**src/rtl/bf16_pkg.sv**
```systemverilog
// Shared BF16 constants, status-flag bit positions and the dot-accumulator state encoding.
package bf16_pkg;

    localparam logic [15:0] BF16_ZERO = 16'h0000;
    localparam logic [15:0] BF16_ONE  = 16'h3F80;
    localparam logic [15:0] BF16_QNAN = 16'h7FC0;

    localparam int unsigned FLG_ZERO  = 0;
    localparam int unsigned FLG_UNF   = 1;
    localparam int unsigned FLG_OVF   = 2;
    localparam int unsigned FLG_QNAN  = 3;
    localparam int unsigned FLG_SNAN  = 4;
    localparam int unsigned FLG_PINF  = 5;
    localparam int unsigned FLG_NINF  = 6;
    localparam int unsigned FLG_W     = 7;

    typedef enum logic [1:0] {
        IDLE  = 2'd0,
        ACCUM = 2'd1,
        DONE  = 2'd2
    } state_t;

endpackage

```
**src/rtl/bf16_fma.sv**
```systemverilog
// Combinational BF16 fused multiply-add, result = a*b + c with a single round-to-nearest-even.
// Subnormal inputs read as zero; tiny results flush to signed zero and raise underflow.
module bf16_fma
    import bf16_pkg::*;
(
    input  logic [15:0]      num_a,
    input  logic [15:0]      num_b,
    input  logic [15:0]      num_c,
    output logic [15:0]      result,
    output logic [FLG_W-1:0] flags
);
    localparam int unsigned WIN = 50;

    logic               sa, sb, sc, sp;
    logic [7:0]         ea, eb, ec;
    logic [6:0]         fa, fb, fc;
    logic               a_zero, b_zero, c_zero, a_inf, b_inf, c_inf, a_nan, b_nan, c_nan;
    logic               any_snan, invalid;
    logic [15:0]        mp, xc;
    logic signed [11:0] ep, ecs;

    assign {sa, ea, fa} = num_a;
    assign {sb, eb, fb} = num_b;
    assign {sc, ec, fc} = num_c;
    assign sp       = sa ^ sb;
    assign a_zero   = (ea == 8'h00);
    assign b_zero   = (eb == 8'h00);
    assign c_zero   = (ec == 8'h00);
    assign a_inf    = (ea == 8'hFF) && (fa == 7'h00);
    assign b_inf    = (eb == 8'hFF) && (fb == 7'h00);
    assign c_inf    = (ec == 8'hFF) && (fc == 7'h00);
    assign a_nan    = (ea == 8'hFF) && (fa != 7'h00);
    assign b_nan    = (eb == 8'hFF) && (fb != 7'h00);
    assign c_nan    = (ec == 8'hFF) && (fc != 7'h00);
    assign any_snan = (a_nan && !fa[6]) || (b_nan && !fb[6]) || (c_nan && !fc[6]);
    assign invalid  = ((a_inf || b_inf) && (a_zero || b_zero))
                   || ((a_inf || b_inf) && c_inf && (sp != sc));

    // Product and addend share one fixed-point format: 16-bit significand, lead at bit 14/15
    assign mp  = 16'({1'b1, fa}) * 16'({1'b1, fb});
    assign xc  = c_zero ? 16'h0000 : {2'b01, fc, 7'b0};
    assign ep  = $signed({4'b0, ea}) + $signed({4'b0, eb}) - 12'sd127;
    assign ecs = $signed({4'b0, ec});

    logic               prod_big, s_big, s_small, st, mag_sign, inc, ovf, unf, qn;
    logic signed [11:0] e_big, d, er, er_r;
    logic [5:0]         dsh, p;
    logic [15:0]        x_big, x_small;
    logic [WIN-1:0]     big_full, small_full, sh, small_eff, mag;
    logic [WIN:0]       dd;
    logic [WIN-2:0]     norm;
    logic [8:0]         m_r;
    logic [6:0]         frac;
    logic [15:0]        res;

    always_comb begin
        prod_big   = c_zero || (ep >= ecs);
        e_big      = prod_big ? ep : ecs;
        d          = prod_big ? (ep - ecs) : (ecs - ep);
        x_big      = prod_big ? mp : xc;
        x_small    = prod_big ? xc : mp;
        s_big      = prod_big ? sp : sc;
        s_small    = prod_big ? sc : sp;
        big_full   = {1'b0, x_big, 33'b0};
        small_full = {1'b0, x_small, 33'b0};
        dsh        = '0;
        sh         = '0;
        st         = 1'b0;
        dd         = '0;
        mag        = '0;
        mag_sign   = 1'b0;
        p          = '0;
        res        = BF16_ZERO;
        ovf        = 1'b0;
        unf        = 1'b0;
        qn         = 1'b0;

        // Align the smaller term; anything shifted past bit 0 survives only as sticky
        if (d > 12'sd49) begin
            st = |x_small;
        end else begin
            dsh = 6'(d);
            sh  = small_full >> dsh;
            st  = |(small_full & ((WIN'(1) << dsh) - WIN'(1)));
        end
        small_eff = sh | WIN'(st);

        if (s_big == s_small) begin
            mag      = big_full + small_eff;
            mag_sign = s_big;
        end else begin
            dd = {1'b0, big_full} - {1'b0, small_eff};
            if (dd[WIN]) begin
                mag      = WIN'(-dd);
                mag_sign = s_small;
            end else begin
                mag      = dd[WIN-1:0];
                mag_sign = s_big;
            end
        end

        for (int i = 0; i < WIN; i++) begin
            if (mag[i]) p = 6'(i);
        end
        er   = $signed({6'b0, p}) + e_big - 12'sd47;
        norm = (WIN-1)'(mag << (6'(WIN - 1) - p));
        inc  = norm[41] && ((|norm[40:0]) || norm[42]);
        m_r  = {2'b01, norm[48:42]} + 9'(inc);
        frac = m_r[8] ? m_r[7:1] : m_r[6:0];
        er_r = er + $signed({11'b0, m_r[8]});

        if (a_nan || b_nan || c_nan || invalid) begin
            res = BF16_QNAN;
            qn  = 1'b1;
        end else if (a_inf || b_inf) begin
            res = {sp, 15'h7F80};
        end else if (c_inf) begin
            res = num_c;
        end else if (a_zero || b_zero) begin
            res = c_zero ? {sp & sc, 15'h0000} : num_c;
        end else if (mag == '0) begin
            res = BF16_ZERO;
        end else if (er_r >= 12'sd255) begin
            res = {mag_sign, 15'h7F80};
            ovf = 1'b1;
        end else if (er_r <= 12'sd0) begin
            res = {mag_sign, 15'h0000};
            unf = 1'b1;
        end else begin
            res = {mag_sign, er_r[7:0], frac};
        end
    end

    assign result          = res;
    assign flags[FLG_ZERO] = (res[14:0] == 15'h0000);
    assign flags[FLG_UNF]  = unf;
    assign flags[FLG_OVF]  = ovf;
    assign flags[FLG_QNAN] = qn;
    assign flags[FLG_SNAN] = any_snan;
    assign flags[FLG_PINF] = (res == 16'h7F80);
    assign flags[FLG_NINF] = (res == 16'hFF80);

endmodule

```
**src/rtl/bf16_dot_accumulator.sv**
```systemverilog
// Streams BF16 operand pairs into a registered FMA accumulator and presents the dot product.
// BF16_DOT_STICKY_FLAGS_EN: accumulate overflow/underflow/NaN flags across the whole vector.
module bf16_dot_accumulator
    import bf16_pkg::*;
#(
    parameter int unsigned LEN_W = 8
) (
    input  logic             clk,
    input  logic             rst,
    input  logic             in_valid,
    output logic             in_ready,
    input  logic [15:0]      in_a,
    input  logic [15:0]      in_b,
    input  logic             in_last,
    output logic             out_valid,
    input  logic             out_ready,
    output logic [15:0]      out_result,
    output logic [LEN_W-1:0] out_count,
    output logic [FLG_W-1:0] out_flags
);
    localparam logic [FLG_W-1:0] STICKY_MASK = (FLG_W'(1) << FLG_OVF) | (FLG_W'(1) << FLG_UNF)
                                             | (FLG_W'(1) << FLG_QNAN) | (FLG_W'(1) << FLG_SNAN);

    state_t           state;
    logic [15:0]      acc;
    logic [LEN_W-1:0] count;
    logic [FLG_W-1:0] flags;
    logic [15:0]      fma_res;
    logic [FLG_W-1:0] fma_flags;
    logic [FLG_W-1:0] flags_next;
    logic             beat;

    bf16_fma u_fma (
        .num_a  (in_a),
        .num_b  (in_b),
        .num_c  (acc),
        .result (fma_res),
        .flags  (fma_flags)
    );

`ifdef BF16_DOT_STICKY_FLAGS_EN
    assign flags_next = fma_flags | (flags & STICKY_MASK);
`else
    assign flags_next = fma_flags | (flags & STICKY_MASK & '0);
`endif

    assign in_ready = !rst && (state != DONE);
    assign beat     = in_valid && in_ready;

    always_ff @(posedge clk or posedge rst) begin
        if (rst) begin
            state     <= IDLE;
            acc       <= BF16_ZERO;
            count     <= '0;
            flags     <= '0;
            out_valid <= 1'b0;
        end else begin
            case (state)
                IDLE, ACCUM: begin
                    if (beat) begin
                        acc       <= fma_res;
                        count     <= (&count) ? count : count + LEN_W'(1);
                        flags     <= flags_next;
                        state     <= in_last ? DONE : ACCUM;
                        out_valid <= in_last;
                    end
                end
                DONE: begin
                    // Result is held until the consumer takes it, then the next vector starts from zero
                    if (out_ready) begin
                        acc       <= BF16_ZERO;
                        count     <= '0;
                        flags     <= '0;
                        state     <= IDLE;
                        out_valid <= 1'b0;
                    end
                end
                default: begin
                    state     <= IDLE;
                    out_valid <= 1'b0;
                end
            endcase
        end
    end

    assign out_result = acc;
    assign out_count  = count;
    assign out_flags  = flags;

endmodule

```
**config.mk**
```make
export PLATFORM = sky130hd
export DESIGN_NAME = bf16_dot_accumulator
export DESIGN_NICKNAME = d
export VERILOG_FILES = /design/src/rtl/bf16_pkg.sv /design/src/rtl/bf16_fma.sv /design/src/rtl/bf16_dot_accumulator.sv
export SDC_FILE = /design/constraint.sdc
export NUM_CORES = 1
export LEC_CHECK = 0
export ABC_AREA = 1
export BUFFER_PORTS_ARGS = -buffer_cell sky130_fd_sc_hd__buf_2
export CORE_MARGIN = 10
export CORE_UTILIZATION = 45
export CTS_BUF_LIST = sky130_fd_sc_hd__clkbuf_4
export DETAILED_ROUTE_END_ITERATION = 7
export SLEW_MARGIN = 10
export SYNTH_ARGS = -nofsm -noshare
export SYNTH_HDL_FRONTEND = slang
export SYNTH_SLANG_ARGS = --single-unit
export TNS_END_PERCENT = 1
```
**constraint.sdc**
```tcl
create_clock -name clk -period 34.6 [get_ports clk]
set_input_delay 3.46 -clock clk [delete_from_list [all_inputs] [get_ports clk]]
set_output_delay 3.46 -clock clk [all_outputs]
set_load 0.02 [all_outputs]
```
; ---- Word level (Yosys, flattened, before mapping)
; Index checks and enable logic that the tools add are counted.
[totals]
input_bits = 37
reg_bits = 34
wordCells = 196
out_inout_bits = 33
[classes]
n_lt_le_gt_ge = 4
n_addsub = 14
n_shift = 3
n_mul = 1
bitwise_logic = 4
eq_ne = 13
mux = 102
reduce_logical = 50
[ops]
columns = operator, count
row1 = 16-bit 2-to-1 mux, 10
row2 = 50-bit 2-to-1 mux, 3
row3 = 6-bit 2-to-1 mux, 18
row4 = 5-bit 2-to-1 mux, 16
row5 = 49-bit by 50-bit subtractor with 51-bit output, 1
row6 = 49-bit by 50-bit adder with 50-bit output, 1
row7 = 49-bit by 50-bit bitwise AND with 50-bit output, 1
row8 = 50-bit logical NOT, 1
row9 = 50-bit negator, 1
row10 = 50-bit by 1-bit OR with 50-bit output, 1
row11 = 50-bit OR reduction, 1
row12 = "1-bit by 6-bit << shifter with 50-bit output, first input constant", 1
row13 = 50-bit by 6-bit << shifter with 49-bit output, 1
row14 = 49-bit by 6-bit >> shifter with 50-bit output, 1
row15 = "50-bit by 1-bit subtractor with 50-bit output, second input constant", 1
row16 = 15-bit 2-to-1 mux, 3
row17 = 41-bit OR reduction, 1
row18 = 4-bit 2-to-1 mux, 8
row19 = 16-bit case mux with 2 select lines, 1
row20 = "8-bit == test, second input constant", 3
row21 = 8-bit logical NOT, 3
row22 = 12-bit 2-to-1 mux, 2
row23 = 8-bit 2-to-1 mux, 3
row24 = 1-bit 2-to-1 mux, 22
row25 = other kinds (45), 87

; ---- Depth between registers and ports, before layout
; Gate-level depths: netlist of run 1.
[logic_depth]
word_depth = 82
ltp_mapped = 147
ltp_nobuf = 143

; ---- Modules after synthesis
; Synthesis of run 1 repeated with hierarchy kept, for this count alone.
[unflattened]
cells_unflattened = 3200
hier_area_um2 = 17280.3
[by_module_without_submodules]
columns = module, seq_area_each_um2, area_each_um2, cells_each, instances
row1 = bf16_fma, 0.0, 15646.3, 3011, 1
row2 = bf16_dot_accumulator, 825.8, 1634.1, 189, 1

; ---- Worst setup path after synthesis of run 1
; Ideal clock, no wire load.
[synth_path]
kind = input to register
start = input port in_a[1]
end = register flags[5] (netlist: out_flags[5])
path_buffers = 10
t_required_ps = 34535
setup_ps = 65
t_arrival_ps = 17583
path_slack_ps = 16952
stages = 106
path_cell_list = clkbuf_1 -> nand2_1 -> inv_1 -> fa_1 -> fa_1 -> fa_1 -> inv_1 -> fa_1 -> inv_1 -> ha_1 -> nand2_1 -> nor3_1 -> nand2_1 -> nand3_1 -> a31oi_1 -> o21ai_0 -> xnor2_1 -> nor2_1 -> [70 not listed] -> nand2_1 -> a21oi_1 -> or2_2 -> nand2_1 -> inv_1 -> nand2_1 -> nor2_1 -> a31oi_1 -> inv_1 -> nor2_1 -> inv_1 -> a21oi_1 -> a221oi_1 -> nor4_1 -> nand4_1 -> nor2_1 -> nand3_1 -> nand2_1
[synth_via]
elab_chain_len = 77
word_cells_on_any_way = 101
classes_between = add/sub (8) / mul (1) / order compare (2) / eq/ne (1) / shift (2) / mux (67) / bitwise (2) / reduce/logical (18)
[synth_rtl]
columns = item, line
row1 = "start, declared", bf16_dot_accumulator.sv:12  ; input logic [15:0] in_a,
row2 = branches (longest 73 deep; another with 49-bit by 50-bit subtractor with 51-bit output), n/a
row3 = 16-bit 2-to-1 mux *, bf16_fma.sv:112  ; if (a_nan || b_nan || c_nan || invalid) begin
row4 = 16-bit by 15-bit == test with 1-bit output *, bf16_fma.sv:140  ; assign flags[FLG_PINF] = (res == 16'h7F80);
row5 = 7-bit 2-to-1 mux *, bf16_dot_accumulator.sv:60  ; if (beat) begin
row6 = 7-bit case mux with 2 select lines *, bf16_dot_accumulator.sv:58  ; case (state)
row7 = "end signal, assigned", bf16_dot_accumulator.sv:63  ; flags <= flags_next;
row8 = "end, declared", bf16_dot_accumulator.sv:27  ; logic [FLG_W-1:0] flags;
; Every way passes the cells marked *. The select of a mux whose other input is x is not followed.
; A chain may end at the register's enable or synchronous reset.

; ---- Final worst setup path of run 1
[layout_path]
start = input port in_a[7]
end = register flags[0] (netlist: out_flags[0])
[layout_via]
elab_chain_len = 82
word_cells_on_any_way = 113
classes_between = add/sub (13) / order compare (4) / eq/ne (2) / shift (3) / mux (69) / bitwise (2) / reduce/logical (20)
[layout_rtl]
columns = item, line
row1 = 8-bit by 8-bit adder with 9-bit output, bf16_fma.sv:42  ; assign ep = $signed({4'b0, ea}) + $signed({4'b0, eb}) - 12'sd127;
row2 = 12-bit by 8-bit subtractor with 12-bit output, bf16_fma.sv:42
row3 = 12-bit by 9-bit >= comparator with 1-bit output, bf16_fma.sv:57  ; prod_big = c_zero || (ep >= ecs);
row4 = 1-bit logical OR, bf16_fma.sv:57
row5 = 12-bit 2-to-1 mux, bf16_fma.sv:59  ; d = prod_big ? (ep - ecs) : (ecs - ep);
row6 = 1-bit by 6-bit << shifter with 50-bit output, bf16_fma.sv:84  ; st = |(small_full & ((WIN'(1) << dsh) - WIN'(1)));
row7 = 50-bit by 1-bit subtractor with 50-bit output, bf16_fma.sv:84
row8 = 49-bit by 50-bit bitwise AND with 50-bit output, bf16_fma.sv:84
row9 = [66 not listed], n/a
row10 = 16-bit 2-to-1 mux, bf16_fma.sv:121  ; end else if (mag == '0) begin
row11 = 16-bit 2-to-1 mux, bf16_fma.sv:119  ; end else if (a_zero || b_zero) begin
row12 = 16-bit 2-to-1 mux, bf16_fma.sv:117  ; end else if (c_inf) begin
row13 = 16-bit 2-to-1 mux, bf16_fma.sv:115  ; end else if (a_inf || b_inf) begin
row14 = 16-bit 2-to-1 mux *, bf16_fma.sv:112
row15 = 15-bit logical NOT *, bf16_fma.sv:135  ; assign flags[FLG_ZERO] = (res[14:0] == 15'h0000);
row16 = 7-bit 2-to-1 mux *, bf16_dot_accumulator.sv:60
row17 = 7-bit case mux with 2 select lines *, bf16_dot_accumulator.sv:58
; Mark *: on every way between the ends. The rest lies on a longest branch, timed or not. The select of a mux whose other input is x is not followed.

==> results of run 1 <==
[flip-flops by register name (all words and copies together) (netlist names)]
register    flops
out_count       8
out_flags       7
state           2
out_result     16
[stage by stage]
| stage | hold slack, ns | instance area [µm²] | instances |
|---|---|---|---|
| floorplan | 0.4743 | 16840 | 3121 |
| global placement | 0.4775 | 17170 | 3535 |
| detailed placement | 0.4736 | 17170 | 3535 |
| CTS | 0.4974 | 17220 | 3541 |
| global route | 0.5314 | 17220 | 3541 |
| finish | 0.4925 | 17220 | 3541 |
[logic make-up (layout without fill, tap and decap cells)]
family	after synthesis	after routing	share of synthesized area
flops	33	33	0.04904
fa+ha+maj	155	155	0.1335
simple gates	1953	1953	0.5123
compound gates	314	314	0.1103
xor+xnor	115	115	0.06026
buf+inv	551	503	0.1346
[layout by cell type, fill, tap and decap left out, types with 12 or more instances in the layout]
| cell type | synthesis | layout |
|---|---|---|
| fa_1 | 41 | 41 |
| inv_1 | 375 | 374 |
| o21bai_1 | 17 | 17 |
| nand2_1 | 974 | 973 |
| buf_4 | 13 | 12 |
| o21ai_0 | 81 | 81 |
| nor3_1 | 30 | 30 |
| ha_1 | 114 | 114 |
| xor2_1 | 98 | 96 |
| nor2_2 | 18 | 18 |
| inv_2 | 29 | 30 |
| nand3_1 | 493 | 493 |
| nor2_1 | 265 | 265 |
| nand4_1 | 62 | 62 |
| nand3b_1 | 16 | 16 |
| xnor2_1 | 16 | 16 |
| o21ai_1 | 31 | 31 |
| o22ai_1 | 15 | 15 |
| a21oi_1 | 100 | 100 |
| nor4_1 | 22 | 22 |
| nand2_2 | 17 | 18 |
| buf_2 | 43 | 69 |
| dfrtp_1 | 33 | 33 |
[worst min-delay path: cells and delay by family, from the launching register on]
family / cells / cell delay (ns)
AOI/OAI and AO/OA: 1 / 0.06
DFF: 1 / 0.35
and+or+nand+nor: 1 / 0.05
[layout make-up]
class                      count  share of cell area
timing repair buffer          81             0.02529
clock inverter                 1           0.0002907
inverter                     416             0.09084
tap                          468             0.03401
multi-input combinational   2537              0.7994
sequential                    33             0.04797
clock buffer                   5            0.002180
[path summary, 6_finish.rpt]
| path | end | slack (ns) | cells after the start |
|---|---|---|---|
| setup / recovery | out_flags[0]$_DFFE_PP0P_ | 12.76 | 104 |
| max in group asynchronous | out_flags[1]$_DFFE_PP0P_ | 31.08 | 3 |
| hold / removal | out_flags[3]$_DFFE_PP0P_ | 0.49 | 2 |
| hold reg to reg | out_flags[3]$_DFFE_PP0P_ | 0.49 | 2 |
| min in group asynchronous | out_count[3]$_DFFE_PP0P_ | 3.22 | 3 |
| setup reg to reg | out_flags[0]$_DFFE_PP0P_ | 16.63 | 93 |
[routing by layer]
layer,global-route usage,up-vias
met3,0.01679,131
met2,0.4382,732
li1,-,10020
met4,0.08726,0
met1,0.3354,9128
met5,0,-
==> impl_metrics.ini, run 1 <==
[clock_network]
cts_resized = 0
cts.sink_count = 33
htree_levels = 2
cts_max_path_buffers = 2
cts_setup_buffers = 0
cts_root_buffer = clkbuf_4
cts_buffers = 5
cts_tree = done
hold_buffers = 0
clk_pin_slew_worst_paths_ns = 0.09
clk_latency_ns = 0.32

[cells_and_area]
layout.nets = 3266
drive_gt1_frac = 0.06541
antenna_cells = 0
utilization = 0.4680
fillers = 4154
regArea_um2 = 825.8
syn_to_final_growth_pct = 2.244
multi_input_area_um2 = 13760

[synth]
yosysUniqueCellTypes = 65
synth_area_leaders = nand2_1, nand3_1, ha_1, inv_1, nor2_1
ys_ff_latch = 33
ys.flop_type = dfrtp_1
synthArstFlopShare = 1.000
synthesis.instances = 3121
synth_top_area_frac = 0.2171
syn-mean-instance-area_um2 = 5.395
synth_edf_count = 0
yosys-top-cells-count = nand2_1, nand3_1, inv_1
yosysTopAreaCell = nand2_1
seq_area_frac_synth = 0.04904
syn-cell-area_um2 = 16840
synth_nets = 3313
yosysMostFrequentCell = nand2_1
ys_warn_count = 0

[die]
die_h_um = 213.4
row_count = 70
dieArea_um2 = 45560
start_util = 0.4578
ios = 70
die_w_um = 213.4
design.core.area_um2 = 36790

[route]
routed.top_layer = met4
dr.pass1.iters = 8
initialDrtViolationCount = 2189
wl_per_cell_um = 16.78
wl_um = 59420
wl_met3_um = 3289
num_vias = 20010
wl_met1_um = 26390
drt.antenna.violating_nets = 0
viasPerCell = 5.650
drc = 0
route.met2.wl_um = 27560

[global_routing]
antenna_found_initial = 0
grt_pass1_wl_um = 97010
grt_pass1_vias = 18870
grt_start_max_net_pins = 70
grt-ovfl-total = 0
grt_usage = 0.2564

[setup_path]
crit_family = simple AND/OR/NAND/NOR gates
slowest_delay_ns = 0.78
critPathSlowestCell = nand2_1
startpoint = in_a[7]
startpoint_type = input port
crit_path_frequent_cell = nor2_1
arrival_ns = 22.05
timing.rr.start = out_result[7]$_DFFE_PP0P_
cp_data_required_time_ns = 34.80
end_kind = flip-flop
crit_type = in2reg
critPathMaxFanout = 69
path_buf_inv = 17

[sta]
clock_skew_ns = 0.003022
min_period_ns = 21.84
finalHoldViolCount = 0
final-setup-viol-count = 0
setup_tns_ns = 0
max_freq_mhz = 45.78
rsz0062_at_grt = false
fin_ws_ns = 12.76
maxSlewHeadroom = 0.3048
worst_pin_slew_ns = 1.040
fin_crit_sh = 0.6313
drv_slew = 0

[status]
status = finished clean

[worst_hold_path]
min_path_type = reg2reg
hold_start = out_flags[3]$_DFFE_PP0P_

[placement]
io_buffers = 69
dp_hpwl_um = 48790
place_ws_ns = 12.83
gp_congestion = 1.003

[flow_run]
maxCapViolCount = 0
Power of run 1 is not shown: default switching activity piles up to over one toggle a cycle in this logic, so the estimate is an artifact.
==> run 2: changes to the inputs <==
- clock period: 34.6 -> 20.5 ns (I/O delays scaled with it)
==> impl_metrics.ini, run 2 (synthesis results as in run 1) <==
[clock_network]
cts_tree = done
cts_buffers = 5
cts.sink_count = 33
htree_levels = 2
cts_root_buffer = clkbuf_4
clk_pin_slew_worst_paths_ns = 0.11
cts_max_path_buffers = 2
clk_latency_ns = 0.33

[setup_path]
timing.rr.start = out_result[7]$_DFFE_PP0P_
arrival_ns = 18.83
endpoint = out_flags[5]$_DFFE_PP0P_
crit_type = in2reg
worst-path-stages = 113
r2r_slack_ns = 3.99
startpoint = in_a[7]
rr_worst_depth = 101
cp_data_required_time_ns = 20.74
crit_path_frequent_cell = nand2_1
end_kind = flip-flop
critPathSlowestCell = nor2_1
crit_family = simple AND/OR/NAND/NOR gates
slowest_delay_ns = 0.65
critPathMaxFanout = 53
startpoint_type = input port
r2r-end = out_flags[5]$_DFFE_PP0P_
path_buf_inv = 17

[die]
ios = 70
design.core.area_um2 = 36790
die_w_um = 213.4
start_util = 0.4578
die_h_um = 213.4
row_count = 70
dieArea_um2 = 45560

[sta]
min_period_ns = 18.59
maxSlewHeadroom = 0.2535
setup_tns_ns = 0
rsz0062_at_grt = false
worst_pin_slew_ns = 1.110
max_freq_mhz = 53.80
clock_skew_ns = 0.01835
final-setup-viol-count = 0
whs_ns = 0.5072
drv_slew = 0
fin_crit_sh = 0.9067
finalHoldViolCount = 0

[global_routing]
antenna_found_initial = 0
grt_pass1_wl_um = 95740
grt_pass1_vias = 18900
grt-ovfl-total = 0
grt_usage = 0.2543
grt_start_max_net_pins = 57

[cells_and_area]
layout.nets = 3274
regArea_um2 = 825.8
drive_gt1_frac = 0.06844
final_common_cell = nand2_1
final_area_um2 = 17330
final_cell_mix = nand2_1, nand3_1, inv_1, nor2_1, ha_1
fillers = 4149
largest_register_ffs = 16
antenna_cells = 0
multi_input_area_um2 = 13800
syn_to_final_growth_pct = 2.935
final_cells = 3551

[route]
initialDrtViolationCount = 2020
viasPerCell = 5.609
num_vias = 19920
wl_um = 59240
wl_per_cell_um = 16.68
dr.pass1.iters = 6
drc = 0
drt.antenna.violating_nets = 0

[placement]
dp_hpwl_um = 48690
io_buffers = 69
placed_cells = 3541
gp_congestion = 0.9954
placed_area_um2 = 17220

[flow_run]
maxCapViolCount = 0

[worst_hold_path]
min_path_type = reg2reg

[status]
status = finished clean
## run 2: what timing repair did
item                                    4_1_cts  5_1_grt
endpoints found under the setup margin        0       16
endpoints found under the hold margin         0        0
setup buffers                                 0        0
hold buffers                                  0        0
resized for setup                             0        2
## run 2: tightest hold or removal path: cells and delay by family, from the launching register on
kind            cells  cell delay (ns)
compound gates      1             0.06
flops               1             0.37
simple gates        1             0.05
## run 2: stage by stage
step                      utilization  worst slack (ns)
after floorplan                     -             4.262
final                          0.4712             1.913
after global routing           0.4712          0.001030
after CTS                      0.4702             1.749
after detailed placement       0.4681             1.438
after global placement         0.4681             1.730
## run 2: final cells by class
cell class                 instances  share of cell area
clock inverter                     2            0.001949
clock buffer                       6            0.002599
tap                              468             0.03378
timing repair buffer              87             0.02772
inverter                         416             0.09023
multi-input combinational       2539              0.7961
sequential                        33             0.04764
## run 2: how the worst min path moves through the flow
| stage | slack (ns) | end | cells past startpoint | start |
|---|---|---|---|---|
| after detailed placement | 0.48 | out_flags[4]$_DFFE_PP0P_ | 2 | out_flags[4]$_DFFE_PP0P_ |
| after CTS | 0.51 | out_flags[3]$_DFFE_PP0P_ | 2 | out_flags[3]$_DFFE_PP0P_ |
| after global placement | 0.48 | out_flags[2]$_DFFE_PP0P_ | 2 | out_flags[2]$_DFFE_PP0P_ |
| final | 0.51 | out_flags[2]$_DFFE_PP0P_ | 2 | out_flags[2]$_DFFE_PP0P_ |
| after floorplan | 0.47 | state[0]$_DFFE_PP0P_ | 2 | state[0]$_DFFE_PP0P_ |
| after global routing | 0.53 | out_flags[3]$_DFFE_PP0P_ | 2 | out_flags[3]$_DFFE_PP0P_ |
## run 2: metal layers
layer / share of wire / up-vias / track usage / wire (µm)
met5: 0 / - / 0 / 0
li1: - / 10050 / - / -
met1: 0.44 / 9091 / 0.3201 / 25860
met2: 0.48 / 649 / 0.4440 / 28170
met4: 0.035 / 0 / 0.08580 / 2075
met3: 0.053 / 127 / 0.02570 / 3133
Power of run 2 is left out for the same reason.
